<file path="src/rtl/lavanderia_param.sv">
// Coin-operated laundry payment FSM; optional change return under LAVANDERIA_VUELTO_EN.
// Latency: service/insuficiente output rises two edges after finalizar_pago is sampled.
// Backpressure: none; coins and requests arriving while busy are ignored.
module lavanderia_param #(
    parameter int CNT_W     = 4,
    parameter int PRICE_SEC = 3,
    parameter int PRICE_LAV = 4,
    parameter int PRICE_PES = 9,
    parameter int T_SEC     = 3,
    parameter int T_LAV     = 4,
    parameter int T_PES     = 9,
    parameter int T_INS     = 1,
    parameter int TIMEOUT   = 16
) (
    input  logic             clk,
    input  logic             rst,
    input  logic             intro_moneda,
    input  logic             finalizar_pago,
    input  logic             cancelar,
    output logic             SECADO,
    output logic             LAVADO,
    output logic             LAVADO_PESADO,
    output logic             insuficiente,
    output logic             ocupado,
    output logic [CNT_W-1:0] monedas,
    output logic [CNT_W-1:0] vuelto
);

    localparam int T_M1  = (T_SEC > T_LAV) ? T_SEC : T_LAV;
    localparam int T_M2  = (T_M1 > T_PES) ? T_M1 : T_PES;
    localparam int T_M3  = (T_M2 > T_INS) ? T_M2 : T_INS;
    localparam int T_MAX = (T_M3 > TIMEOUT) ? T_M3 : TIMEOUT;
    localparam int TMR_W = $clog2(T_MAX + 1);

    localparam logic [CNT_W-1:0] P_SEC = CNT_W'(PRICE_SEC);
    localparam logic [CNT_W-1:0] P_LAV = CNT_W'(PRICE_LAV);
    localparam logic [CNT_W-1:0] P_PES = CNT_W'(PRICE_PES);

    // Timer holds "cycles remaining minus one" while a pulse is active.
    localparam logic [TMR_W-1:0] D_SEC   = TMR_W'(T_SEC - 1);
    localparam logic [TMR_W-1:0] D_LAV   = TMR_W'(T_LAV - 1);
    localparam logic [TMR_W-1:0] D_PES   = TMR_W'(T_PES - 1);
    localparam logic [TMR_W-1:0] D_INS   = TMR_W'(T_INS - 1);
    localparam logic [TMR_W-1:0] TMO_END = TMR_W'(TIMEOUT - 1);

    if (PRICE_SEC == PRICE_LAV || PRICE_SEC == PRICE_PES || PRICE_LAV == PRICE_PES ||
        PRICE_SEC <= 0 || PRICE_LAV <= 0 || PRICE_PES <= 0 ||
        PRICE_SEC >= (1 << CNT_W) || PRICE_LAV >= (1 << CNT_W) || PRICE_PES >= (1 << CNT_W))
    begin : g_bad_price
        $fatal(1, "lavanderia_param: prices must be distinct, nonzero and fit in CNT_W bits");
    end

    if (T_SEC < 1 || T_LAV < 1 || T_PES < 1 || T_INS < 1 || TIMEOUT < 2) begin : g_bad_time
        $fatal(1, "lavanderia_param: pulse lengths must be >= 1 and TIMEOUT >= 2");
    end

    typedef enum logic [2:0] {
        S_IDLE,
        S_COUNTING,
        S_VERIFY,
        S_SERVICE,
        S_REJECT
    } state_t;

    state_t           state_q, state_d;
    logic [CNT_W-1:0] cnt_q, cnt_d;
    logic [TMR_W-1:0] tmr_q, tmr_d;
    logic [2:0]       svc_q, svc_d;   // {PES, LAV, SEC}, one-hot or zero
    logic             ins_q, ins_d;
    logic             ocu_q, ocu_d;

    logic [2:0]       sel;
    logic [TMR_W-1:0] sel_dur;
    logic [CNT_W-1:0] cnt_inc;

`ifdef LAVANDERIA_VUELTO_EN
    logic [CNT_W-1:0] vuelto_q, vuelto_d;
    logic [CNT_W-1:0] best;
    logic [CNT_W-1:0] sel_chg;
`endif

    assign cnt_inc = (cnt_q == '1) ? cnt_q : cnt_q + CNT_W'(1);

    always_comb begin
        sel     = 3'b000;
        sel_dur = '0;
`ifdef LAVANDERIA_VUELTO_EN
        // Highest affordable price wins; strict compare keeps it order-independent.
        best = '0;
        if (cnt_q >= P_SEC) begin
            sel  = 3'b001;
            best = P_SEC;
        end
        if (cnt_q >= P_LAV && P_LAV > best) begin
            sel  = 3'b010;
            best = P_LAV;
        end
        if (cnt_q >= P_PES && P_PES > best) begin
            sel  = 3'b100;
            best = P_PES;
        end
        sel_chg = cnt_q - best;
`else
        if (cnt_q == P_SEC) begin
            sel = 3'b001;
        end else if (cnt_q == P_LAV) begin
            sel = 3'b010;
        end else if (cnt_q == P_PES) begin
            sel = 3'b100;
        end
`endif
        case (sel)
            3'b001:  sel_dur = D_SEC;
            3'b010:  sel_dur = D_LAV;
            3'b100:  sel_dur = D_PES;
            default: sel_dur = '0;
        endcase
    end

    always_comb begin
        state_d = state_q;
        cnt_d   = cnt_q;
        tmr_d   = tmr_q;
        svc_d   = svc_q;
        ins_d   = ins_q;
        ocu_d   = ocu_q;
`ifdef LAVANDERIA_VUELTO_EN
        vuelto_d = vuelto_q;
`endif
        case (state_q)
            S_IDLE: begin
                if (intro_moneda) begin
                    cnt_d   = CNT_W'(1);
                    tmr_d   = '0;
                    state_d = S_COUNTING;
                end
            end
            S_COUNTING: begin
                if (intro_moneda) begin
                    cnt_d = cnt_inc;
                    tmr_d = '0;
                end
                if (cancelar) begin
                    state_d = S_REJECT;
                    ins_d   = 1'b1;
                    tmr_d   = D_INS;
                end else if (finalizar_pago) begin
                    state_d = S_VERIFY;
                    ocu_d   = 1'b1;
                end else if (!intro_moneda) begin
                    if (tmr_q == TMO_END) begin
                        state_d = S_REJECT;
                        ins_d   = 1'b1;
                        tmr_d   = D_INS;
                    end else begin
                        tmr_d = tmr_q + TMR_W'(1);
                    end
                end
            end
            S_VERIFY: begin
                if (sel != 3'b000) begin
                    state_d = S_SERVICE;
                    svc_d   = sel;
                    tmr_d   = sel_dur;
`ifdef LAVANDERIA_VUELTO_EN
                    vuelto_d = sel_chg;
`endif
                end else begin
                    state_d = S_REJECT;
                    ins_d   = 1'b1;
                    ocu_d   = 1'b0;
                    tmr_d   = D_INS;
                end
            end
            S_SERVICE: begin
                if (tmr_q == '0) begin
                    state_d = S_IDLE;
                    svc_d   = 3'b000;
                    ocu_d   = 1'b0;
                    cnt_d   = '0;
`ifdef LAVANDERIA_VUELTO_EN
                    vuelto_d = '0;
`endif
                end else begin
                    tmr_d = tmr_q - TMR_W'(1);
                end
            end
            S_REJECT: begin
                if (tmr_q == '0) begin
                    state_d = S_IDLE;
                    ins_d   = 1'b0;
                    cnt_d   = '0;
                end else begin
                    tmr_d = tmr_q - TMR_W'(1);
                end
            end
            default: begin
                state_d = S_IDLE;
                cnt_d   = '0;
                tmr_d   = '0;
                svc_d   = 3'b000;
                ins_d   = 1'b0;
                ocu_d   = 1'b0;
            end
        endcase
    end

    always_ff @(posedge clk or posedge rst) begin
        if (rst) begin
            state_q <= S_IDLE;
            cnt_q   <= '0;
            tmr_q   <= '0;
            svc_q   <= 3'b000;
            ins_q   <= 1'b0;
            ocu_q   <= 1'b0;
`ifdef LAVANDERIA_VUELTO_EN
            vuelto_q <= '0;
`endif
        end else begin
            state_q <= state_d;
            cnt_q   <= cnt_d;
            tmr_q   <= tmr_d;
            svc_q   <= svc_d;
            ins_q   <= ins_d;
            ocu_q   <= ocu_d;
`ifdef LAVANDERIA_VUELTO_EN
            vuelto_q <= vuelto_d;
`endif
        end
    end

    assign SECADO        = svc_q[0];
    assign LAVADO        = svc_q[1];
    assign LAVADO_PESADO = svc_q[2];
    assign insuficiente  = ins_q;
    assign ocupado       = ocu_q;
    assign monedas       = cnt_q;
`ifdef LAVANDERIA_VUELTO_EN
    assign vuelto        = vuelto_q;
`else
    assign vuelto        = '0;
`endif

endmodule

</file>
<file path="config.mk">
export PLATFORM = sky130hd
export DESIGN_NAME = lavanderia_param
export DESIGN_NICKNAME = d
export VERILOG_FILES = /design/src/rtl/lavanderia_param.sv
export SDC_FILE = /design/constraint.sdc
export NUM_CORES = 1
export LEC_CHECK = 0
export CORE_ASPECT_RATIO = 0.9
export CORE_MARGIN = 4
export CORE_UTILIZATION = 49
export CTS_CLUSTER_SIZE = 12
export DETAILED_ROUTE_END_ITERATION = 10
export GPL_TIMING_DRIVEN = 0
export MAX_ROUTING_LAYER = met4
export PLACE_DENSITY = 0.74
export SLEW_MARGIN = 20
export SYNTH_ARGS = -nofsm -noshare
export SYNTH_HDL_FRONTEND = slang
export SYNTH_SLANG_ARGS = --single-unit
</file>
<file path="constraint.sdc">
create_clock -name clk -period 2 [get_ports clk]
set_clock_uncertainty 0.15 [all_clocks]
set_input_delay 0.2 -clock clk [delete_from_list [all_inputs] [get_ports clk]]
set_output_delay 0.2 -clock clk [all_outputs]
set_load 0.01 [all_outputs]
</file>
* Word level (Yosys, flattened, before mapping)
Cells that the tools add are included.
Widths: inputs -> output; s select.
** Word-level totals
- Register bits after elaboration :: 17
- Output and inout bits :: 13
- Logic and storage cells :: 91
- Input port bits :: 5
** Cells by class
- Reductions and logical operators :: 12
- Bitwise logic cells :: 4
- $add $sub $neg :: 3
- Mux-type cells :: 38
- Eq/ne operators :: 28
** Operator list (count)
- $mux 5 :: 7
- $mux 3 :: 11
- $ne 2x2->1 const B :: 10
- $pmux 5 s4 :: 1
- $mux 4 :: 4
- $pmux 4 s4 :: 1
- $pmux 3 s4 :: 1
- $pmux 4 s3 :: 1
- $reduce_and 5->1 :: 2
- $eq 3x2->1 const B :: 3
- $mux 1 :: 9
- $ne 3x3->1 const B :: 3
- $pmux 3 s3 :: 1
- $eq 4x4->1 const B :: 2
- $ne 4x4->1 const B :: 2
- $pmux 1 s4 :: 2
- $eq 3x1->1 const B :: 2
- $eq 3x3->1 const B :: 2
- $reduce_and 6->1 :: 1
- $reduce_or 2->1 :: 3
- $add 5x1->5 const B :: 1
- $eq 5x4->1 const B :: 1
- $logic_not 5->1 :: 1
- $sub 5x1->5 const B :: 1
- other kinds (10) :: 13

* Longest topological paths before layout
- Word-level depth :: 8
- Gate-level depth with buffers :: 7
- Gate-level depth less buffers :: 7

* Least setup slack after synthesis
No wires, ideal clock.
- Path type :: reg-to-reg
- Start point :: register cnt_q[0], in the netlist monedas[0]
- End point :: register ins_q, in the netlist insuficiente
- Cell stages (with the launch flop) :: 8
- Clock period less this slack :: 2.081 ns
- Arrival :: 1.827 ns
- Library setup time :: 0.104 ns
- Setup slack :: -0.081 ns
- Data required time :: 1.746 ns
- Buffers on the path :: 0
- Path through :: dfrtp_1 inv_1 ha_1 mux2i_1 mux2i_1 o22a_1 or4_1 o311ai_1
** Between the ends
- Cells in the longest elaborated chain, start to end :: 7
- Elaborated cells on any way between the ends :: 9
- Those cells by class :: 4 x eq/ne; 3 x mux; 2 x reduce/logical
** RTL lines
- start, declared :: line 66 : logic [CNT_W-1:0] cnt_q, cnt_d;
- start signal, assigned :: line 221 : cnt_q <= cnt_d;
- $eq 4x4->1 :: line 108 : end else if (cnt_q == P_PES) begin
- $mux 3 :: line 108
- $mux 3 :: line 106 : end else if (cnt_q == P_LAV) begin
- $mux 3 * :: line 104 : if (cnt_q == P_SEC) begin
- $reduce_bool 3->1 * :: line 161 : if (sel != 3'b000) begin
- $ne 2x2->1 (no line) *
- $reduce_and 6->1 (no line) *
- end signal, assigned :: line 224 : ins_q <= ins_d;
- end, declared :: line 69 : logic ins_q, ins_d;
Every way passes the cells marked *; elsewhere a longest branch is shown, timed or not.
A chain may end at the register's enable or synchronous reset.

* Final worst setup path
- Start point :: register cnt_q[1], in the netlist monedas[1]
- End point :: register ins_q, in the netlist insuficiente
Same word-level chain as after synthesis.

==> results.sh <==
export IMPL_route_detailed_drc=0
export IMPL_hold_viol_final=0
export IMPL_synth_async_reset_ratio_pct=100
export IMPL_wl_microns=3520
export IMPL_fin_nets=204
export IMPL_clock_path_buffers=2
export IMPL_place_congestion=0.931
export IMPL_htree_levels=1
export IMPL_avgSynthCellArea_sq_um=8.40
export IMPL_clk_latency_ns=0.30
export IMPL_ys_dominant_reg_cell="dfrtp_1"
export IMPL_worstSetupStartpointType="flip-flop"
export IMPL_p_leak_nw=0.734
export IMPL_drive_above_1_share_pct=27.1
export IMPL_cap_violations=0
export IMPL_rsz0062_at_grt="true"
export IMPL_synth_edf_count=0
export IMPL_hold_ws_ns=0.124
export IMPL_worst_slew_pin_slew_ns=0.665
export IMPL_post_dp_hpwl_microns=2390
export IMPL_clk_pin_slew_ns=0.11
export IMPL_ys_ff_latch=17
export IMPL_area_growth_pct=31.0
export IMPL_max_vdd_ir_drop_mv=0.934
export IMPL_status="finished with violations"
export IMPL_viasPerCell=6.08
export IMPL_cts_buffers=3
export IMPL_core_sq_um=2510
export IMPL_io_pins=18
export IMPL_die_y_microns=57.1
export IMPL_syn_cell_area_sq_um=1310
export IMPL_rows=17
export IMPL_rr_startpoint="monedas[1]$_DFFE_PP0P_"
export IMPL_start_util_pct=52.2
export IMPL_io_buffers=13
export IMPL_slew_violations=0
export IMPL_grt_pass1_wl_microns=5850
export IMPL_diodes=0
export IMPL_vias=1337
export IMPL_hold_class="in -> async"
export IMPL_yosysUniqueCellTypes=47
export IMPL_finalWorstSetupSlack_ns=-0.0105
export IMPL_antenna_left=0
export IMPL_ys_seq_area_share_pct=32.5
export IMPL_crit_type="reg -> reg"
export IMPL_crit_required_ns=2.06
export IMPL_wl_per_cell_microns=16.0
export IMPL_grt_pass1_vias=1334
export IMPL_dr_first_iter_drc_count=101
export IMPL_cp_end_kind="flip-flop"
export IMPL_finalSetupViolations=1
export IMPL_fin_util_pct=68.4
export IMPL_tritoncts="yes"
export IMPL_grt_start_max_net_pins=18
export IMPL_root_buffer="clkbuf_4"
export IMPL_synthCells=156
export IMPL_fin_cells=220
export IMPL_fillerInstances=208
export IMPL_dp_worst_setup_slack_ns=-0.270
export IMPL_dieWidth_microns=62.5
export IMPL_period_minus_slack_ns=2.01
export IMPL_drt_first_pass_iters=4
export IMPL_gr_total_overflow=0
export IMPL_violations="setup timing"
export IMPL_ff2ff_setup_slack_ns=-0.01
export IMPL_total_power_mw=2.42
export IMPL_synth_warnings=0
export IMPL_cp_max_fo=3
export IMPL_fmax_ghz=0.497
export IMPL_worstRegToRegCells=7
export IMPL_track_usage_pct=20.7
export IMPL_maxSlewHeadroom_pct=55.6
export IMPL_cts_sinks=17
export IMPL_design_die_area_sq_um=3570
export IMPL_cp_arrival_ns=2.07
export IMPL_power_density_nw_per_um2=1410
export IMPL_fin_crit_sh_pct=101
export IMPL_dp_cells=200
export IMPL_antenna_found_initial=0
export IMPL_r2r_end="insuficiente$_DFFE_PP0P_"
-- critical path, cell delays in order, from the launching register on --
cell and delay [ns]:
dfrtp_1 0.44, inv_2 0.09, ha_4 0.18, mux2i_4 0.16, mux2i_2 0.11, o22a_1 0.21
or4_4 0.49, o311ai_1 0.09
-- cell usage in the layout, fill, tap and decap left out, drive strengths merged, types with 8 or more instances in the layout --
cell	netlist	routed
a21oi	14	14
buf	8	24
clkbuf	6	9
clkdlybuf4s50	0	13
dfrtp	17	17
inv	12	12
nand2	10	10
nor3	8	8
o21ai	13	13
-- worst max path at each step --
stage / from / endpoint / slack, ns / depth (start not counted)
5_1_grt: monedas[1]$_DFFE_PP0P_ / insuficiente$_DFFE_PP0P_ / -0.07 / 7
3_5_place_dp: tmr_q[0]$_DFFE_PP0P_ / insuficiente$_DFFE_PP0P_ / -0.27 / 6
6_report: monedas[1]$_DFFE_PP0P_ / insuficiente$_DFFE_PP0P_ / -0.01 / 7
4_1_cts: monedas[1]$_DFFE_PP0P_ / insuficiente$_DFFE_PP0P_ / 0.0008 / 7
3_3_place_gp: tmr_q[0]$_DFFE_PP0P_ / insuficiente$_DFFE_PP0P_ / -0.25 / 6
2_1_floorplan: monedas[0]$_DFFE_PP0P_ / insuficiente$_DFFE_PP0P_ / -0.03 / 7
-- power by group --
part / leakage (nW) / internal (mW) / switching (mW)
logic: 0.494 / 0.783 / 0.879
clock network: 0.0177 / 0.0747 / 0.127
registers: 0.223 / 0.456 / 0.0989
total: 0.734 / 1.31 / 1.11
-- flip-flops by register name (all words and copies together), names as in the netlist --
name and cells:
insuficiente 1, tmr_q 5, svc_q 3, ocupado 1, state_q 3, monedas 4
-- cell usage after synthesis (3+ instances only) --
cell | instances | share of area (%)
a211oi_1 | 3 | 1.7
a21oi_1 | 13 | 5.0
buf_4 | 4 | 2.3
clkbuf_1 | 6 | 1.7
dfrtp_1 | 17 | 32
ha_1 | 6 | 5.7
inv_1 | 12 | 3.4
nand2_1 | 10 | 2.9
nand2b_1 | 3 | 1.4
nand3_1 | 5 | 1.9
nor2_1 | 6 | 1.7
nor3_1 | 8 | 3.1
nor4_1 | 3 | 1.4
o211ai_1 | 3 | 1.7
o21ai_0 | 13 | 5.0
o31ai_1 | 4 | 2.3
or3_1 | 3 | 1.4
-- layout make-up --
type	instances	area (sq um)	area share, %
clock inverter	1	5.00	0.292
inverter	12	45.0	2.62
multi-input combinational	116	831	48.4
sequential	17	427	24.9
buffer	14	97.6	5.69
timing repair buffer	29	254	14.8
clock buffer	3	22.5	1.31
tap	28	35.0	2.04
-- through the flow --
stage	TNS [ns]	area, sq um
after floorplan	-0.0261	1330
after global placement	-0.535	1490
after detailed placement	-0.754	1490
after CTS	0	1630
after global routing	-0.0992	1720
final	-0.0105	1720
-- metal layers --
layer	global-route usage (%)	vias to the layer above	part of all wire, %
met5	-	-	0
met4	5.66	0	0.60
met3	6.69	4	6.6
met2	31.3	47	47
met1	26.6	641	46
li1	-	645	-
-- kinds of logic (layout without fill, tap and decap cells) --
kind of cell,after synthesis,in the layout,synth area share (%)
AO/OA/AOI/OAI,52,52,26.4
XOR/XNOR,1,1,0.669
adder cells (fa/ha/maj),6,6,5.73
buffers and inverters,26,59,10.7
flip-flops,17,17,32.5
multiplexers,2,2,1.53
other,1,4,0.286
AND/OR/NAND/NOR,51,51,22.3
-- what timing repair did --
action | in CTS | in global routing
resized for setup | 5 | 19
endpoints found under the hold margin | 0 | 0
buffers inserted | 12 | 4
pin swaps | 1 | 5
setup endpoints to repair | 10 | 12
hold buffers | 0 | 0
gates cloned | 0 | 0
No activity file was read; power rests on OpenSTA's default activity.
